--- config.mk ---
export PLATFORM = sky130hd
export DESIGN_NAME = seq_restoring_divider
export DESIGN_NICKNAME = d
export VERILOG_FILES = /design/src/rtl/div_pkg.sv /design/src/rtl/sub_borrow_n.sv /design/src/rtl/seq_restoring_divider.sv
export SDC_FILE = /design/constraint.sdc
export NUM_CORES = 1
export LEC_CHECK = 0
export CAP_MARGIN = 20
export CORE_ASPECT_RATIO = 2
export CORE_MARGIN = 2
export CORE_UTILIZATION = 55
export DETAILED_ROUTE_END_ITERATION = 10
export DONT_BUFFER_PORTS = 1
export PLACE_DENSITY = 0.74
export SLEW_MARGIN = 5
export SYNTH_ARGS = -nofsm -noshare
export SYNTH_HDL_FRONTEND = slang
export SYNTH_HIERARCHICAL = 1
export SYNTH_SLANG_ARGS = --single-unit
--- constraint.sdc ---
create_clock -name clk -period 22.6 [get_ports clk]
set_input_delay 1.13 -clock clk [delete_from_list [all_inputs] [get_ports clk]]
set_output_delay 1.13 -clock clk [all_outputs]
set_load 0.05 [all_outputs]
--- src/rtl/div_pkg.sv ---
// Shared types and sizing helpers for the sequential restoring divider.
package div_pkg;

    typedef enum logic [1:0] {
        IDLE = 2'd0,
        RUN  = 2'd1,
        DONE = 2'd2
    } div_state_t;

    localparam int DIV_WIDTH = 16;

    // Counter must hold 0..w-1 without wrapping inside one division.
    function automatic int div_cnt_width(input int w);
        return $clog2(w + 1);
    endfunction

endpackage

--- src/rtl/sub_borrow_n.sv ---
// Ripple-borrow subtractor (a - b) built from per-bit full-subtractor cells.
// Latency: combinational. Backpressure: none.
// Borrow ripples from bit 0 upward; borrow_out=1 means a < b.
module sub_borrow_n #(
    parameter int N = 17
) (
    input  logic [N-1:0] a,
    input  logic [N-1:0] b,
    output logic [N-1:0] difference,
    output logic         borrow_out
);

    logic [N:0] bw;

    assign bw[0] = 1'b0;

    for (genvar i = 0; i < N; i++) begin : g_cell
        assign difference[i] = a[i] ^ b[i] ^ bw[i];
        assign bw[i+1]       = (~a[i] & b[i]) | (~(a[i] ^ b[i]) & bw[i]);
    end

    assign borrow_out = bw[N];

endmodule

--- src/rtl/seq_restoring_divider.sv ---
// Unsigned restoring divider, one quotient bit per clock; DIV_ZERO_CHECK_EN short-cuts x/0.
// Latency: start to done = WIDTH+1 cycles (1 cycle for x/0 with DIV_ZERO_CHECK_EN).
// Backpressure: start is ignored while busy; results hold until the next accepted start.
module seq_restoring_divider
    import div_pkg::*;
#(
    parameter int WIDTH = DIV_WIDTH
) (
    input  logic             clk,
    input  logic             rst_n,
    input  logic             start,
    input  logic [WIDTH-1:0] dividend,
    input  logic [WIDTH-1:0] divisor,
    output logic             busy,
    output logic             done,
    output logic [WIDTH-1:0] quotient,
    output logic [WIDTH-1:0] remainder,
    output logic             div_by_zero
);

    localparam int CNT_W = div_cnt_width(WIDTH);

    div_state_t       state;
    logic [CNT_W-1:0] cnt;
    logic [WIDTH-1:0] q_reg;
    logic [WIDTH:0]   r_reg;
    logic [WIDTH-1:0] dvs;

    logic [WIDTH:0]   r_shift;
    logic [WIDTH:0]   diff;
    logic             borrow;
    logic [WIDTH:0]   r_next;
    logic [WIDTH-1:0] q_next;
    logic             r_msb_unused;

    // R[WIDTH] is shifted out every iteration and never feeds the next one.
    assign r_msb_unused = r_reg[WIDTH];
    assign r_shift      = {r_reg[WIDTH-1:0], q_reg[WIDTH-1]};

    sub_borrow_n #(.N(WIDTH + 1)) u_sub (
        .a          (r_shift),
        .b          ({1'b0, dvs}),
        .difference (diff),
        .borrow_out (borrow)
    );

    assign r_next = borrow ? r_shift : diff;
    assign q_next = {q_reg[WIDTH-2:0], ~borrow};

`ifdef DIV_ZERO_CHECK_EN
    logic dbz_q;
    assign div_by_zero = dbz_q;
`else
    assign div_by_zero = 1'b0;
`endif

    always_ff @(posedge clk or negedge rst_n) begin
        if (!rst_n) begin
            state     <= IDLE;
            cnt       <= '0;
            q_reg     <= '0;
            r_reg     <= '0;
            dvs       <= '0;
            busy      <= 1'b0;
            done      <= 1'b0;
            quotient  <= '0;
            remainder <= '0;
`ifdef DIV_ZERO_CHECK_EN
            dbz_q     <= 1'b0;
`endif
        end else begin
            done <= 1'b0;
            case (state)
                IDLE: begin
                    if (start) begin
                        q_reg <= dividend;
                        dvs   <= divisor;
                        r_reg <= '0;
                        cnt   <= '0;
                        busy  <= 1'b1;
`ifdef DIV_ZERO_CHECK_EN
                        if (divisor == '0) begin
                            state     <= DONE;
                            done      <= 1'b1;
                            quotient  <= '1;
                            remainder <= dividend;
                            dbz_q     <= 1'b1;
                        end else begin
                            state <= RUN;
                            dbz_q <= 1'b0;
                        end
`else
                        state <= RUN;
`endif
                    end
                end
                RUN: begin
                    q_reg <= q_next;
                    r_reg <= r_next;
                    cnt   <= cnt + 1'b1;
                    if (cnt == CNT_W'(WIDTH - 1)) begin
                        state     <= DONE;
                        done      <= 1'b1;
                        quotient  <= q_next;
                        remainder <= r_next[WIDTH-1:0];
                    end
                end
                DONE: begin
                    state <= IDLE;
                    busy  <= 1'b0;
                end
                default: begin
                    state <= IDLE;
                    busy  <= 1'b0;
                end
            endcase
        end
    end

endmodule

; After elaboration in Yosys (flattened, before gate mapping)
; Index checks and enable logic that the tools add are counted.
[op_classes]
shift = 0
add_sub_neg = 1
n_bitwise = 112
n_eq_ne = 4
multipliers = 0
reduce_logical = 7
n_div = 0
muxes = 14
order_cmp = 0
[op_table]
columns = op, count
row1 = 16-bit one-hot mux with 2 select lines, 2
row2 = 16-bit two-way mux, 3
row3 = 1-bit NOT, 34
row4 = 1-bit AND, 32
row5 = 1-bit XOR, 31
row6 = 1-bit OR, 15
row7 = 5-bit one-hot mux with 2 select lines, 1
row8 = 2-bit AND reduction, 5
row9 = 5-bit by 1-bit adder with 5-bit output (second input constant), 1
row10 = 5-bit by 4-bit == test with 1-bit output (second input constant), 1
row11 = 5-bit two-way mux, 1
row12 = 2-bit two-way mux, 2
row13 = 2-bit != test (second input constant), 2
row14 = 2-bit one-hot mux with 2 select lines, 1
row15 = 1-bit two-way mux, 3
row16 = 2-bit by 1-bit == test with 1-bit output (second input constant), 1
row17 = 2-bit logical NOT, 1
row18 = 1-bit one-hot mux with 2 select lines, 1
row19 = 2-bit nonzero test, 1
[word_totals]
mem_bits_rw = 0
wordCells = 147
input_bits = 35
romBits = 0
register_bits = 89
output_inout_bits = 35
memories = 0
latch_bits = 0

; Longest topological paths before layout
[depth]
word_depth = 35
depth_mapped = 26
ltp_nobuf = 25

; Cells and area by module
; Netlist, hierarchy kept.
[by_module_without_submodules]
columns = module, instances, seq_area_each_um2, area_each_um2, cells_each
row1 = seq_restoring_divider, 1, 2227.1, 3624.7, 304
row2 = sub_borrow_n, 1, 0.0, 467.9, 53

; Worst setup path after synthesis
; OpenSTA, ideal clock, no wires.
[synth_path]
path_kind = register -> register
start = register q_reg[15]
end = register r_reg[10]
n_path_buf = 2
setup_ps = 133
setup_slack_ps = 15509
t_arrival_ps = 6958
stages_incl_launch_ff = 27
period_less_slack_ps = 7091
t_required_ps = 22467
cell_sequence = dfrtp_1 inv_1 ha_1 inv_1 fa_1 inv_1 fa_1 fa_1 fa_1 fa_1 fa_1 fa_1 fa_1 fa_1 fa_1 fa_1 fa_1 fa_1 fa_1 fa_1 inv_1 fa_1 inv_1 buf_2 buf_2 mux2i_1 o21ai_0
[synth_via]
elab_chain_cells = 35
elab_cells_between_ends = 36
classes_between = mux: 2 / bitwise: 34
[synth_rtl]
columns = item, line_no
row1 = "start, declared", seq_restoring_divider.sv:25  ; logic [WIDTH-1:0] q_reg;
row2 = "start signal, assigned", seq_restoring_divider.sv:76  ; q_reg <= dividend;
row3 = "start signal, assigned", seq_restoring_divider.sv:98  ; q_reg <= q_next;
row4 = 1-bit NOT, sub_borrow_n.sv:19  ; assign bw[i+1] = (~a[i] & b[i]) | (~(a[i] ^ b[i]) & bw[i]);
row5 = 1-bit AND (2 in a row), sub_borrow_n.sv:19
row6 = 1-bit OR, sub_borrow_n.sv:19
row7 = 1-bit AND, sub_borrow_n.sv:19
row8 = 1-bit OR, sub_borrow_n.sv:19
row9 = 1-bit AND, sub_borrow_n.sv:19
row10 = 1-bit OR, sub_borrow_n.sv:19
row11 = 1-bit AND, sub_borrow_n.sv:19
row12 = [... 19 more ...], n/a
row13 = 1-bit AND, sub_borrow_n.sv:19
row14 = 1-bit OR, sub_borrow_n.sv:19
row15 = 1-bit AND, sub_borrow_n.sv:19
row16 = 1-bit OR, sub_borrow_n.sv:19
row17 = 1-bit AND, sub_borrow_n.sv:19
row18 = net borrow, seq_restoring_divider.sv:31  ; logic borrow;
row19 = 16-bit two-way mux, seq_restoring_divider.sv:47  ; assign r_next = borrow ? r_shift : diff;
row20 = 16-bit one-hot mux with 2 select lines, seq_restoring_divider.sv:73  ; case (state)
row21 = "end signal, assigned", seq_restoring_divider.sv:99  ; r_reg <= r_next;
row22 = "end, declared", seq_restoring_divider.sv:26  ; logic [WIDTH:0] r_reg;
; The timed path passes the listed nets, and every way through them passes these cells.
; A chain may end at the register's enable or synchronous reset.

; Worst setup path after layout
[layout_path]
start = register q_reg[15]
end = register remainder[9]
[layout_via]
elab_chain_cells = 34
elab_cells_between_ends = 35
classes_between = mux: 1 / bitwise: 34
[layout_rtl]
columns = item, line_no
row1 = 1-bit NOT, sub_borrow_n.sv:19
row2 = 1-bit AND (2 in a row), sub_borrow_n.sv:19
row3 = 1-bit OR, sub_borrow_n.sv:19
row4 = 1-bit AND, sub_borrow_n.sv:19
row5 = 1-bit OR, sub_borrow_n.sv:19
row6 = 1-bit AND, sub_borrow_n.sv:19
row7 = 1-bit OR, sub_borrow_n.sv:19
row8 = 1-bit AND, sub_borrow_n.sv:19
row9 = [... 18 more ...], n/a
row10 = 1-bit OR, sub_borrow_n.sv:19
row11 = 1-bit AND, sub_borrow_n.sv:19
row12 = 1-bit OR, sub_borrow_n.sv:19
row13 = 1-bit AND, sub_borrow_n.sv:19
row14 = 1-bit OR, sub_borrow_n.sv:19
row15 = 1-bit AND, sub_borrow_n.sv:19
row16 = net borrow, seq_restoring_divider.sv:31
row17 = 16-bit two-way mux, seq_restoring_divider.sv:47
row18 = "end signal, assigned", seq_restoring_divider.sv:105  ; remainder <= r_next[WIDTH-1:0];
row19 = "end, declared", seq_restoring_divider.sv:17  ; output logic [WIDTH-1:0] remainder,
; The timed path passes the listed nets, and every way through them passes these cells.

==> metrics <==
status=finished clean; PostCTS Resize Cnt=0; Slowest-stage cell, CP=fa_1; fillcell total=595; Initial Utilization=56.7%; cts hold-fix bufs=0; Crit path required time=22780 ps; gpl congestion=0.818; Post-synth top cells=dfrtp_1, o21ai_0, nand2_1, inv_1, mux2_2; Core ar.=7210 µm²; postcts setup bufs=0; vias per inst=5.54; port bufs=0; vias post-DR=2491; final clock skew=5.70 ps; Max Slew Vio Count=0; R2R cell count=24; Area growth, synth to finish=8.13%; largest net degree at the start of global routing=90; f_max=130 MHz; GRT Total Usage=21.9%; final count of hold timing violations=0; min Tclk post-route=7710 ps; sequential share of the synthesized area=54.4%; Post-Route WL=7.87 mm; crit path DAT=7890 ps; R2R Path End=remainder[9]; die area=8190 µm²; n_diodes=0; Gate Count Post-Synth=357; flop2flop setup slack=14890 ps; fin nets=407; fin crit share=34.1%; Synth async-reset ratio=100%; worst setup path category=flip-flop to flip-flop; global-route wire length before repair=13.6 mm; max-cap check violation count=0; CP most frequent cell=fa_1; mean post-synth cell area=11.5 µm²; synth top area cells=dfrtp_1, mux2_2, fa_1; worst hold path type=flip-flop to flip-flop; CP endpoint kind=flip-flop; crit path launch=q_reg[15]; synthesized area=4090 µm²; Clock Tree Root=clkbuf_16; Critical Path Fanout Max=18; clk buf depth=2; Fin Setup TNS=0 ps; Final setup violation count=0; startpoint types=flip-flop; worst path cell trace=inv_1 -> ha_1 -> inv_1 -> fa_1 -> inv_1 -> fa_1 -> fa_1 -> fa_1 -> fa_1 -> fa_1 -> fa_1 -> fa_1 -> fa_1 -> fa_1 -> fa_1 -> fa_1 -> fa_1 -> fa_1 -> fa_1 -> inv_1 -> fa_1 -> inv_1 -> mux2i_1 -> o21ai_0; Reg-to-Reg Start=q_reg[15]; warnings from Yosys=6; initial DRC count=106; delay-heaviest family, CP=adder cells; Buf/Inv on CP=5; initial antenna violation count=0; top cell type's share of synthesized area=54.4%; TritonCTS clock tree=done; Avg WL per Cell=17.5 µm; Die H=126 µm; Clock Latency Late Sink=340 ps; Worst Tran Pin Value=1020 ps; Worst path depth=24; EDFF count, synth=0; die width=65.0 µm; layout cells sized above 1=13.7%; IO Count=70; Slew Limit Headroom=31.6%; top-count cell post-synth=dfrtp_1; row count=44; hpwl dp=5.42 mm; #FFs+latches synth=89; CTS clock-pin slew for the worst setup and hold paths=60 ps; Hold Slack=481 ps; Synth Flop Type=dfrtp_1; H-tree levels=3; CTS buffer count=9; CTS sink cnt=89; synth unique cells=25; drc violations=0; RSZ-0062 raised after global routing=no; vias in the first global route=2719; DR pass1 iterations=4; top cell type by total area after synthesis=dfrtp_1; Antenna Nets Post-Route=0; Max stage delay on crit path=430 ps; Worst setup endpoint=remainder[9]; total grt overflow=0
## area by class of cell
cell class	count	area [µm²]	share of cell area, %
sequential	89	2230	50.3
multi-input combinational	209	1620	36.5
clock buffer	13	250	5.65
inverter	41	154	3.48
tap	92	115	2.60
clock inverter	3	40.0	0.905
timing repair buffer	3	22.5	0.509
## metal layers
metal | share of wire [%] | track usage, % | vias to the layer above | wire length, µm
met5 | 0 | 0 | - | 0
met4 | 1.7 | 8.26 | 0 | 131
met3 | 4.5 | 5.36 | 10 | 355
met2 | 56 | 37.6 | 50 | 4420
met1 | 38 | 26.1 | 1268 | 2960
li1 | - | - | 1163 | -
## cell families after synthesis
family                   share of synthesized area (%)
flip-flops                                        54.4
buffers and inverters                             6.27
AO/OA/AOI/OAI                                     10.5
multiplexers                                      12.9
AND/OR/NAND/NOR                                   7.00
other                                           0.0916
adder cells (fa/ha/maj)                           8.74
## cell usage in the layout, fill, tap and decap left out, drive strengths merged
cell    Yosys  layout
mux2i      18      18
nand4       1       1
inv        41      41
o21bai      1       1
mux2       31      31
nor3b       1       1
fa         16      16
a21o        1       1
a21oi       8       8
a22o        1       1
clkinv      0       2
nand2b      1       1
buf        12       3
a22oi      15      15
and3        1       1
bufinv      0       1
dfrtp      89      89
clkbuf      7      13
nand2      48      48
and2b       4       4
ha          3       3
o21ai      51      51
nand3b      1       1
conb        1       2
nor2b       5       5
## worst register-to-register path: cells and delay by family (launching register included)
family,cells,cell delay (ps)
adder cells (fa/ha/maj),17,6060
buffers and inverters,5,610
multiplexers,1,380
flip-flops,1,360
AO/OA/AOI/OAI,1,110
## stage by stage
step | instance area [µm²] | setup WS (ps) | cells | utilization (%)
2_1_floorplan | 4100 | 15510 | 358 | -
6_report | 4430 | 14890 | 450 | 61.4
3_5_place_dp | 4140 | 14950 | 434 | 57.3
4_1_cts | 4430 | 14900 | 450 | 61.4
3_3_place_gp | 4140 | 15090 | 434 | 57.3
5_1_grt | 4430 | 14550 | 450 | 61.4
## worst min path at each step
stage,to,depth (start not counted),from
finish,cnt[4],2,cnt[4]
detailed placement,cnt[3],1,cnt[3]
global placement,cnt[3],1,cnt[3]
global route,remainder[13],0,rst_n
CTS,cnt[1],0,rst_n
floorplan,cnt[3],1,cnt[3]
Power is not shown: default switching activity piles up to over one toggle a cycle in this logic, so the estimate is an artifact.
